`config.mk`:
```
export PLATFORM = sky130hd
export DESIGN_NAME = seq_restoring_divider
export DESIGN_NICKNAME = d
export VERILOG_FILES = /design/src/rtl/seq_restoring_divider.sv
export SDC_FILE = /design/constraint.sdc
export NUM_CORES = 1
export LEC_CHECK = 0
export BUFFER_PORTS_ARGS = -buffer_cell sky130_fd_sc_hd__buf_4
export CAP_MARGIN = 20
export CORE_MARGIN = 3
export CORE_UTILIZATION = 45
export DETAILED_ROUTE_END_ITERATION = 16
export PLACE_DENSITY_LB_ADDON = 0.15
export SLEW_MARGIN = 20
export SYNTH_ARGS = -nofsm -noshare
export SYNTH_HDL_FRONTEND = slang
export SYNTH_SLANG_ARGS = --single-unit
export TNS_END_PERCENT = 10
```
`constraint.sdc`:
```
create_clock -name clk -period 3.3 [get_ports clk]
set_clock_uncertainty 0.05 [all_clocks]
set_input_delay 0.165 -clock clk [delete_from_list [all_inputs] [get_ports clk]]
set_output_delay 0.165 -clock clk [all_outputs]
set_load 0.03 [all_outputs]
```
`src/rtl/seq_restoring_divider.sv`:
```
// Sequential unsigned restoring divider: 2*WIDTH-bit dividend / WIDTH-bit divisor,
// one quotient bit per clock, start/busy/done handshake with overflow flag.
module seq_restoring_divider #(
    parameter int WIDTH = 8
) (
    input  logic               clk,
    input  logic               rst_n,
    input  logic               start,
    input  logic [2*WIDTH-1:0] dividend,
    input  logic [WIDTH-1:0]   divisor,
    output logic               busy,
    output logic               done,
    output logic [WIDTH-1:0]   quotient,
    output logic [WIDTH-1:0]   remainder,
    output logic               ovf
);

    localparam int CW = (WIDTH > 1) ? $clog2(WIDTH) : 1;

    typedef enum logic {
        IDLE = 1'b0,
        CALC = 1'b1
    } state_t;

    state_t           state_q, state_d;
    logic [WIDTH:0]   r_q, r_d;
    logic [WIDTH-1:0] q_q, q_d;
    logic [WIDTH-1:0] d_q, d_d;
    logic [CW-1:0]    cnt_q, cnt_d;
    logic             done_q, done_d;
    logic [WIDTH-1:0] quot_q, quot_d;
    logic [WIDTH-1:0] rem_q, rem_d;
    logic             ovf_q, ovf_d;

    logic [WIDTH:0]   r_shift;
    logic [WIDTH+1:0] trial;

    always_comb begin
        // R stays below D between steps, so its top bit is always zero before the shift
        r_shift = (WIDTH+1)'({r_q, q_q[WIDTH-1]});
        trial   = {1'b0, r_shift} - {2'b00, d_q};

        state_d = state_q;
        r_d     = r_q;
        q_d     = q_q;
        d_d     = d_q;
        cnt_d   = cnt_q;
        done_d  = 1'b0;
        quot_d  = quot_q;
        rem_d   = rem_q;
        ovf_d   = ovf_q;

        case (state_q)
            IDLE: begin
                if (start) begin
                    d_d = divisor;
                    if (divisor == '0 || dividend[2*WIDTH-1:WIDTH] >= divisor) begin
                        quot_d = '1;
                        rem_d  = dividend[WIDTH-1:0];
                        ovf_d  = 1'b1;
                        done_d = 1'b1;
                    end else begin
                        r_d     = {1'b0, dividend[2*WIDTH-1:WIDTH]};
                        q_d     = dividend[WIDTH-1:0];
                        cnt_d   = CW'(WIDTH - 1);
                        state_d = CALC;
                    end
                end
            end
            CALC: begin
                r_d   = trial[WIDTH+1] ? r_shift : trial[WIDTH:0];
                q_d   = {q_q[WIDTH-2:0], ~trial[WIDTH+1]};
                cnt_d = cnt_q - CW'(1);
                if (cnt_q == '0) begin
                    quot_d  = q_d;
                    rem_d   = r_d[WIDTH-1:0];
                    ovf_d   = 1'b0;
                    done_d  = 1'b1;
                    state_d = IDLE;
                end
            end
            default: state_d = IDLE;
        endcase
    end

    always_ff @(posedge clk or negedge rst_n) begin
        if (!rst_n) begin
            state_q <= IDLE;
            r_q     <= '0;
            q_q     <= '0;
            d_q     <= '0;
            cnt_q   <= '0;
            done_q  <= 1'b0;
            quot_q  <= '0;
            rem_q   <= '0;
            ovf_q   <= 1'b0;
        end else begin
            state_q <= state_d;
            r_q     <= r_d;
            q_q     <= q_d;
            d_q     <= d_d;
            cnt_q   <= cnt_d;
            done_q  <= done_d;
            quot_q  <= quot_d;
            rem_q   <= rem_d;
            ovf_q   <= ovf_d;
        end
    end

    assign busy      = (state_q == CALC);
    assign done      = done_q;
    assign quotient  = quot_q;
    assign remainder = rem_q;
    assign ovf       = ovf_q;

endmodule

```
==> impl_metrics.toml, run 1 <==
[sta]
fin_ws_ns = 0.847
finalSetupTns_ns = 0
fmax_mhz = 408
hold_violations = 0
final_max_slew_viol_count = 0
fin_crit_sh_pct = 74.3
min_period_ns = 2.45
whs_ns = 0.0871
slew_headroom_pct = 60.3
rsz0062_at_grt = "no"
tightest_slew_ns = 0.596
setup_viol = 0

[critical_path]
worstSetupPathType = "reg2reg"
r2r_end = "remainder[2]"
cp-start-kind = "register"
crit_required_ns = 3.44
reg2reg_slack_ns = 0.85
reg2reg_depth = 7
arrival_ns = 2.59
reg2reg_from = "r_q[5]"
crit_fanout = 12
endpoint_kind = "register"

[final_layout]
multi_input_area_sq_mm = 0.00131
fin_cells = 398
drive_gt1_share_pct = 22.1
regArea_sq_mm = 0.00115
stdcell_area_sq_mm = 0.00311
final.fill_count = 535
area_growth_pct = 19.0
antenna_cells = 0
nNetsFinal = 371

[min_path]
min_to = "d_q[0]"
hold_depth = 2
min_from = "divisor[0]"
hold_path_class = "in2reg"

[route]
drt-wirelength-per-cell_um = 14.7
drc_errors = 0
wl_um = 5840
vias = 2029
first_pass_iters = 4
via_per_inst = 5.10
antenna_left = 0
first_iter_violations = 85

[global_routing]
grt_max_degree = 47
overflow = 0
grtUsageTotal_pct = 18.2
grt_pass1_vias = 1911
grt_first_pass_wirelength_um = 9260
antenna_found_initial = 0

[clock_network]
numCtsBuffers = 5
cts-htree-levels = 2
clock-sinks = 46
clock_latency_ns = 0.29
clkTransAtPathRegs_ns = 0.09
cts_setup_buffers = 0
cts-root-buf = "clkbuf_8"
cts_tree = "built"
cts_buffer_depth = 2
ctsResizeCount = 0
cts_hold_buf = 1

[synthesis]
postSynthAreaPerCell_sq_um = 9.33
synth-edff-count = 0
postSynth.asyncResetShare_pct = 100
yosys_warnings = 0
synthCells = 280
synth.area.top_cells = "dfrtp_1 (44%), ha_1 (8.6%), nand2_1 (6.6%)"
ys_seq_area_share_pct = 44.1
synth_seq_cells = 46
yosysTopAreaCellShare_pct = 44.1
synth-main-ff-cell = "dfrtp_1"
syn_nets = 326
yosys.area.top_type = "dfrtp_1"
ys_types = 49
netlist_area_sq_mm = 0.00261

[die]
die-height_um = 82.2
start_util_pct = 46.9
core_sq_mm = 0.00557
die_area_sq_mm = 0.00676
die_width_um = 82.2
num_rows = 27
num_io_pins = 46

[status]
status = "finished, final reports clean"

[placed_design]
dp_cells = 389
gp_congestion = 0.912
place_ws_ns = 0.854
dp_hpwl_um = 4410
io_buffers = 45
place_area_sq_mm = 0.00301

[pwr]
leakage_nw = 1.53
peakVddDrop_mv = 0.571
p_per_area_mw_per_mm2 = 1160

[run]
cap_violations = 0
Yosys cell counts (all sizes together) (2+ instances only):
cell type / n
nor2b: 2
xor2: 2
or2: 2
a22oi: 2
mux2i: 9
o21bai: 2
nor4: 2
xnor2: 3
a21o: 2
nor2: 21
a221o: 2
mux2: 3
nand3: 11
a21boi: 2
a211oi: 4
clkbuf: 4
buf: 8
inv: 22
ha: 18
o21ai: 30
nand2: 46
o21a: 2
and3: 3
a21oi: 14
dfrtp: 46
o31ai: 5
report_power, final:
group	switching (W)	internal [W]	total, W	leakage (nW)
Clock	0.000188	0.000169	0.000357	0.0482
Combinational	0.00127	0.000914	0.00219	0.936
Sequential	0.000196	0.000863	0.00106	0.542
per-layer routing:
metal / vias up / GRT usage, % / part of all wire [%]
met4: 0 / 7.31 / 1.4
met3: 6 / 3.04 / 3.2
met2: 42 / 26.9 / 46
met5: - / 0 / 0
met1: 925 / 26.2 / 50
li1: 1056 / - / -
through the flow:
step                      power (W)  utilization (%)
final                       0.00360             55.8
after global routing        0.00393             55.8
after CTS                   0.00364             55.8
after detailed placement    0.00327             54.0
after global placement      0.00323             54.0
after floorplan             0.00273                -
critical path, stage by stage, from the launching register on:
cell	delay, ns
dfrtp_1	0.40
ha_1	0.35
a21o_1	0.22
a221o_1	0.38
nor2_4	0.31
mux2_2	0.39
a21oi_1	0.15
a21oi_1	0.08
how the worst max path moves through the flow:
stage          startpoint  depth (start not counted)      endpoint
6_report           r_q[5]                          7  remainder[2]
4_1_cts            r_q[5]                          7        r_q[1]
5_1_grt            r_q[3]                          7  remainder[1]
3_5_place_dp       r_q[5]                          7        r_q[2]
2_1_floorplan      r_q[5]                          7  remainder[2]
3_3_place_gp       r_q[5]                          7  remainder[2]
kinds of logic (layout without fill, tap and decap cells):
kind of cell | after synthesis | after routing | synth area share, %
buf+inv | 35 | 81 | 5.70
compound gates | 71 | 71 | 18.5
flops | 46 | 46 | 44.1
simple gates | 92 | 92 | 15.9
fa+ha+maj | 19 | 19 | 9.39
xor+xnor | 5 | 5 | 1.68
mux | 12 | 12 | 4.74
area by class of cell:
class	instances	share of cell area, %
Multi-Input combinational cell	199	42.2
Sequential cell	46	37.0
Timing Repair Buffer	50	12.2
Tap cell	72	2.90
Clock buffer	7	2.78
Inverter	23	2.78
Clock inverter	1	0.161
cell usage in the layout, fill, tap and decap left out, types with 3 or more instances in the layout:
cell type and instances:
buf_4 49, mux2i_1 9, a21oi_2 3, nand3_1 11, o21ai_0 28, nand2_1 46, clkbuf_8 6, o31ai_1 3
nor2_1 20, xnor2_1 3, ha_1 18, and3_1 3, a21oi_1 11, inv_1 21, dfrtp_1 46
registers in the layout, summed over array words and instances, names as in the netlist:
register,count
ovf,1
r_q,8
q_q,8
busy,1
done,1
quotient,8
remainder,8
cnt_q,3
d_q,8
Power figures use the tool's default switching activity.
==> run 2: changes to the inputs <==
- clock period: 3.3 -> 2.1 ns (I/O delays scaled with it)
==> run 2 against run 1 <==
Against the previous run: the flow now finishes with violations (setup timing); combinational power increased by 120%; worst setup slack got worse by 0.96 ns; cell count increased by 8.3%; sequential power increased by 58%; maximum frequency increased by 11%; final area increased by 12%; register-to-register slack got worse by 0.96 ns; critical endpoint is now r_q[2]; highest routed layer unchanged.
==> impl_metrics.toml, run 2 (synthesis gave the netlist of run 1 again) <==
[route]
vias = 2225
first_iter_violations = 124
via_per_inst = 5.16
wl_um = 6500
first_pass_iters = 4
drt-wirelength-per-cell_um = 15.1
antenna_left = 0
drc_errors = 0

[critical_path]
critPathMaxStageDelay_ns = 0.43
crit_chain = "ha_4 > or2_2 > a221o_1 > nor2_4 > mux2_4 > mux2i_1 > o21ai_1"
path_buf_inv = 0
endpoint_kind = "register"
worst_path_max_delay_cell = "dfrtp_1"
r2r_end = "r_q[2]"
worstSetupPathType = "reg2reg"
reg2reg_slack_ns = -0.11
crit_fanout = 7
reg2reg_from = "r_q[6]"
crit_required_ns = 2.24
reg2reg_depth = 7
critPathTopFamily = "simple AND/OR/NAND/NOR gates"
arrival_ns = 2.35
cp-start-kind = "register"

[final_layout]
multi_input_area_sq_mm = 0.00144
final.fill_count = 505
fin_cells = 431
regArea_sq_mm = 0.00115
layout_common_cells = "buf_4 (80), nand2_1 (46), dfrtp_1 (45)"
drive_gt1_share_pct = 34.8
area_growth_pct = 33.7
final_common_cell = "buf_4"
antenna_cells = 0
nNetsFinal = 405
final_util_pct = 62.7

[clock_network]
clkTransAtPathRegs_ns = 0.09
cts_tree = "built"
clock-sinks = 46
cts_buffer_depth = 2
cts-root-buf = "clkbuf_8"
numCtsBuffers = 5
clock_latency_ns = 0.30
cts-htree-levels = 2

[sta]
min_period_ns = 2.21
slew_headroom_pct = 61.6
tightest_slew_ns = 0.576
fmax_mhz = 453
hold_violations = 0
setup_viol = 13
whs_ns = 0.0231
final_max_slew_viol_count = 0
fin_crit_sh_pct = 105
fin_ws_ns = -0.108
rsz0062_at_grt = "yes"

[global_routing]
grtUsageTotal_pct = 20.9
antenna_found_initial = 0
grt_pass1_vias = 2196
overflow = 0
grt_max_degree = 47
grt_first_pass_wirelength_um = 10600

[placed_design]
place_ws_ns = -0.164
io_buffers = 45
dp_hpwl_um = 4840
gp_congestion = 0.947
dp_cells = 420

[die]
die-height_um = 82.2
die_area_sq_mm = 0.00676
die_width_um = 82.2
num_rows = 27
core_sq_mm = 0.00557
num_io_pins = 46
start_util_pct = 46.9

[pwr]
p_comb_share_pct = 68.3
p_per_area_mw_per_mm2 = 1990
p_switching_w = 0.00306
leakage_nw = 1.70
power_frac_clock_pct = 7.6
total_power_w = 0.00695
peakVddDrop_mv = 1.05
switching_share_pct = 44.0
power.internal_w = 0.00389
power.share.sequential_pct = 24.1

[min_path]
min_to = "d_q[0]"
hold_depth = 2
hold_path_class = "in2reg"
min_from = "divisor[0]"

[status]
status = "finished with violations"
violations = "setup timing"

[run]
cap_violations = 0
## run 2: cell types whose count changed in the layout (fill, tap and decap cells not counted), sizes merged
cell	before	now
clkbuf	7	5
clkinv	2	3
buf	49	83
## run 2: how the worst max path moves through the flow
stage | end | from | cells after the start | slack, ns
final | r_q[2] | r_q[6] | 7 | -0.11
after global routing | remainder[0] | r_q[5] | 8 | -0.19
after CTS | r_q[2] | d_q[7] | 8 | -0.08
after detailed placement | remainder[0] | d_q[4] | 9 | -0.16
after global placement | r_q[0] | d_q[4] | 9 | -0.11
after floorplan | remainder[2] | r_q[3] | 7 | -0.0001
## run 2: area by class of cell
| cell class | instances | area share, % |
|---|---|---|
| multi-input cells | 199 | 41.3 |
| repair buffers | 84 | 18.4 |
| well taps | 72 | 2.58 |
| clock buffers | 5 | 1.97 |
| flip-flops and latches | 46 | 33.0 |
| inverters | 23 | 2.47 |
| clock inverters | 2 | 0.287 |
## run 2: power groups by stage
stage               Sequential (W)  Clock, W  Combinational, W
detailed placement         0.00166         0           0.00417
floorplan                  0.00194         0           0.00239
finish                     0.00167  0.000528           0.00475
global route               0.00173  0.000578           0.00518
global placement           0.00165         0           0.00410
CTS                        0.00166  0.000546           0.00450
## run 2: per-stage QoR
step | TNS (ns) | instance area, sq um
4_1_cts | -0.299 | 3410
3_3_place_gp | -0.734 | 3260
2_1_floorplan | -0.000142 | 2630
3_5_place_dp | -1.27 | 3260
5_1_grt | -1.87 | 3490
6_report | -0.700 | 3490
## run 2: per-layer routing
metal,vias to the layer above,GRT usage (%),wire (um)
met3,14,3.58,186
met2,38,32.5,3020
met5,-,0,0
li1,1121,-,-
met4,0,9.14,162
met1,1052,28.6,3120
## run 2: repair_timing
item                                   in CTS  in global routing
gates resized for setup                    15                 13
buffers inserted                            1                  2
hold buffers                                1                  0
pin swaps                                  16                 10
setup endpoints to repair                  14                 17
endpoints found under the hold margin      46                  0
==> run 3: changes to the inputs <==
- clock period: 2.1 -> 1.95 ns (I/O delays scaled with it)
==> run 3 against run 2 <==
Against the previous run: sequential share of layout area decreased by 1.6 points; first-iteration DRC count shrank 23%; critical path depth increased by 2; final area increased by 5.0%; critical path type unchanged; highest routed layer unchanged; the run still ends with setup timing left; non-clock buffer count increased by 8.
==> impl_metrics.toml, run 3 (synthesis gave the netlist of run 1 again) <==
[min_path]
min_from = "dividend[0]"
hold_path_class = "in2reg"
min_to = "q_q[0]"
hold_depth = 3

[critical_path]
startpoint = "r_q[1]"
reg2reg_depth = 9
r2r_end = "remainder[6]"
reg2reg_slack_ns = -0.22
reg2reg_from = "r_q[1]"
cp-start-kind = "register"
crit_required_ns = 2.09
crit_fanout = 6
arrival_ns = 2.31
endpoint_kind = "register"
worstSetupPathType = "reg2reg"

[global_routing]
grt_max_degree = 47
grt_first_pass_wirelength_um = 10800
overflow = 0
antenna_found_initial = 0
grtUsageTotal_pct = 21.4
grt_pass1_vias = 2260

[route]
first_iter_violations = 96
first_pass_iters = 5
drc_errors = 0
via_per_inst = 5.20
vias = 2287
wl_um = 6640
antenna_left = 0
drt-wirelength-per-cell_um = 15.1

[final_layout]
stdcell_area_sq_mm = 0.00367
layout_common_cells = "buf_4 (87), nand2_1 (46), dfrtp_1 (46)"
area_growth_pct = 40.4
final_common_cell = "buf_4"
final.fill_count = 459
drive_gt1_share_pct = 38.6
nNetsFinal = 413
antenna_cells = 0

[sta]
setup_viol = 18
slew_headroom_pct = 59.8
hold_violations = 0
tightest_slew_ns = 0.603
fmax_mhz = 460
fin_ws_ns = -0.222
min_period_ns = 2.17
final_max_slew_viol_count = 0
fin_crit_sh_pct = 111
rsz0062_at_grt = "yes"

[die]
num_rows = 27
die_area_sq_mm = 0.00676
die_width_um = 82.2
core_sq_mm = 0.00557
die-height_um = 82.2
num_io_pins = 46
start_util_pct = 46.9

[status]
violations = "setup timing"
status = "finished with violations"

[clock_network]
clkTransAtPathRegs_ns = 0.09
clock-sinks = 46
clock_latency_ns = 0.30
numCtsBuffers = 5
cts-htree-levels = 2
cts_tree = "built"
cts_buffer_depth = 2
cts-root-buf = "clkbuf_8"

[placed_design]
io_buffers = 45
place_ws_ns = -0.299
place_area_sq_mm = 0.00336
dp_hpwl_um = 4990
gp_congestion = 0.830

[run]
cap_violations = 0

[pwr]
p_per_area_mw_per_mm2 = 2210
peakVddDrop_mv = 1.18
leakage_nw = 1.77
total_power_w = 0.00812
run 3: cell types whose count changed in the layout (fill, tap and decap cells not counted), moves of 2 or more:
cell | previous run | this run
buf_4 | 80 | 87
a21oi_1 | 8 | 5
a21oi_2 | 6 | 9
inv_1 | 19 | 16
inv_2 | 3 | 6
buf_12 | 0 | 2
buf_6 | 3 | 1
clkinv_2 | 2 | 0
run 3: area by class of cell:
cell class              instances  area (sq um)  share of cell area [%]
clock buffers                   6          72.6                    1.98
clock inverters                 2          37.5                    1.02
inverters                      23          86.3                    2.35
multi-input cells             199          1490                    40.6
flip-flops and latches         46          1150                    31.4
well taps                      72          90.1                    2.46
repair buffers                 92           742                    20.2
run 3: where the power goes:
part           internal, W  switching (W)
Clock             0.000383       0.000342
Combinational      0.00280        0.00280
Sequential         0.00146       0.000328
run 3: worst max path at each step:
stage                         endpoint
final                     remainder[6]
after CTS                       r_q[2]
after detailed placement  remainder[2]
after floorplan           remainder[2]
after global routing      remainder[6]
after global placement    remainder[2]
run 3: what timing repair did:
item | CTS | global route
resized for setup | 23 | 2
setup buffers | 7 | 0
pin swaps | 24 | 2
hold endpoints to repair | 46 | 0
endpoints found under the setup margin | 18 | 18
hold buffers | 1 | 0
cloned | 1 | 0
run 3: per-layer routing:
metal	track usage, %	part of all wire [%]	wire, um	up-vias
li1	-	-	-	1134
met1	27.3	46	3070	1098
met2	35.8	49	3260	48
met3	4.45	3.4	224	7
met4	7.14	1.3	87	0
met5	0	0	0	-
run 3: stage by stage:
stage | TNS, ns | cells | hold WS (ns) | utilization (%)
floorplan | -0.233 | 280 | -0.248 | -
CTS | -2.59 | 440 | 0.00911 | 65.6
global placement | -2.79 | 423 | 0.0984 | 60.3
detailed placement | -3.79 | 423 | 0.100 | 60.3
finish | -2.73 | 440 | 0.0169 | 65.8
global route | -4.39 | 440 | 0.0124 | 65.8
run 3: critical path: stages, from the launching register on:
cell and delay, ns:
dfrtp_1 0.42, ha_4 0.30, a21oi_2 0.09, a2111oi_4 0.43, nor2_4 0.08, buf_6 0.13
buf_16 0.13, and3_4 0.17, a21oi_2 0.15, a31oi_1 0.10
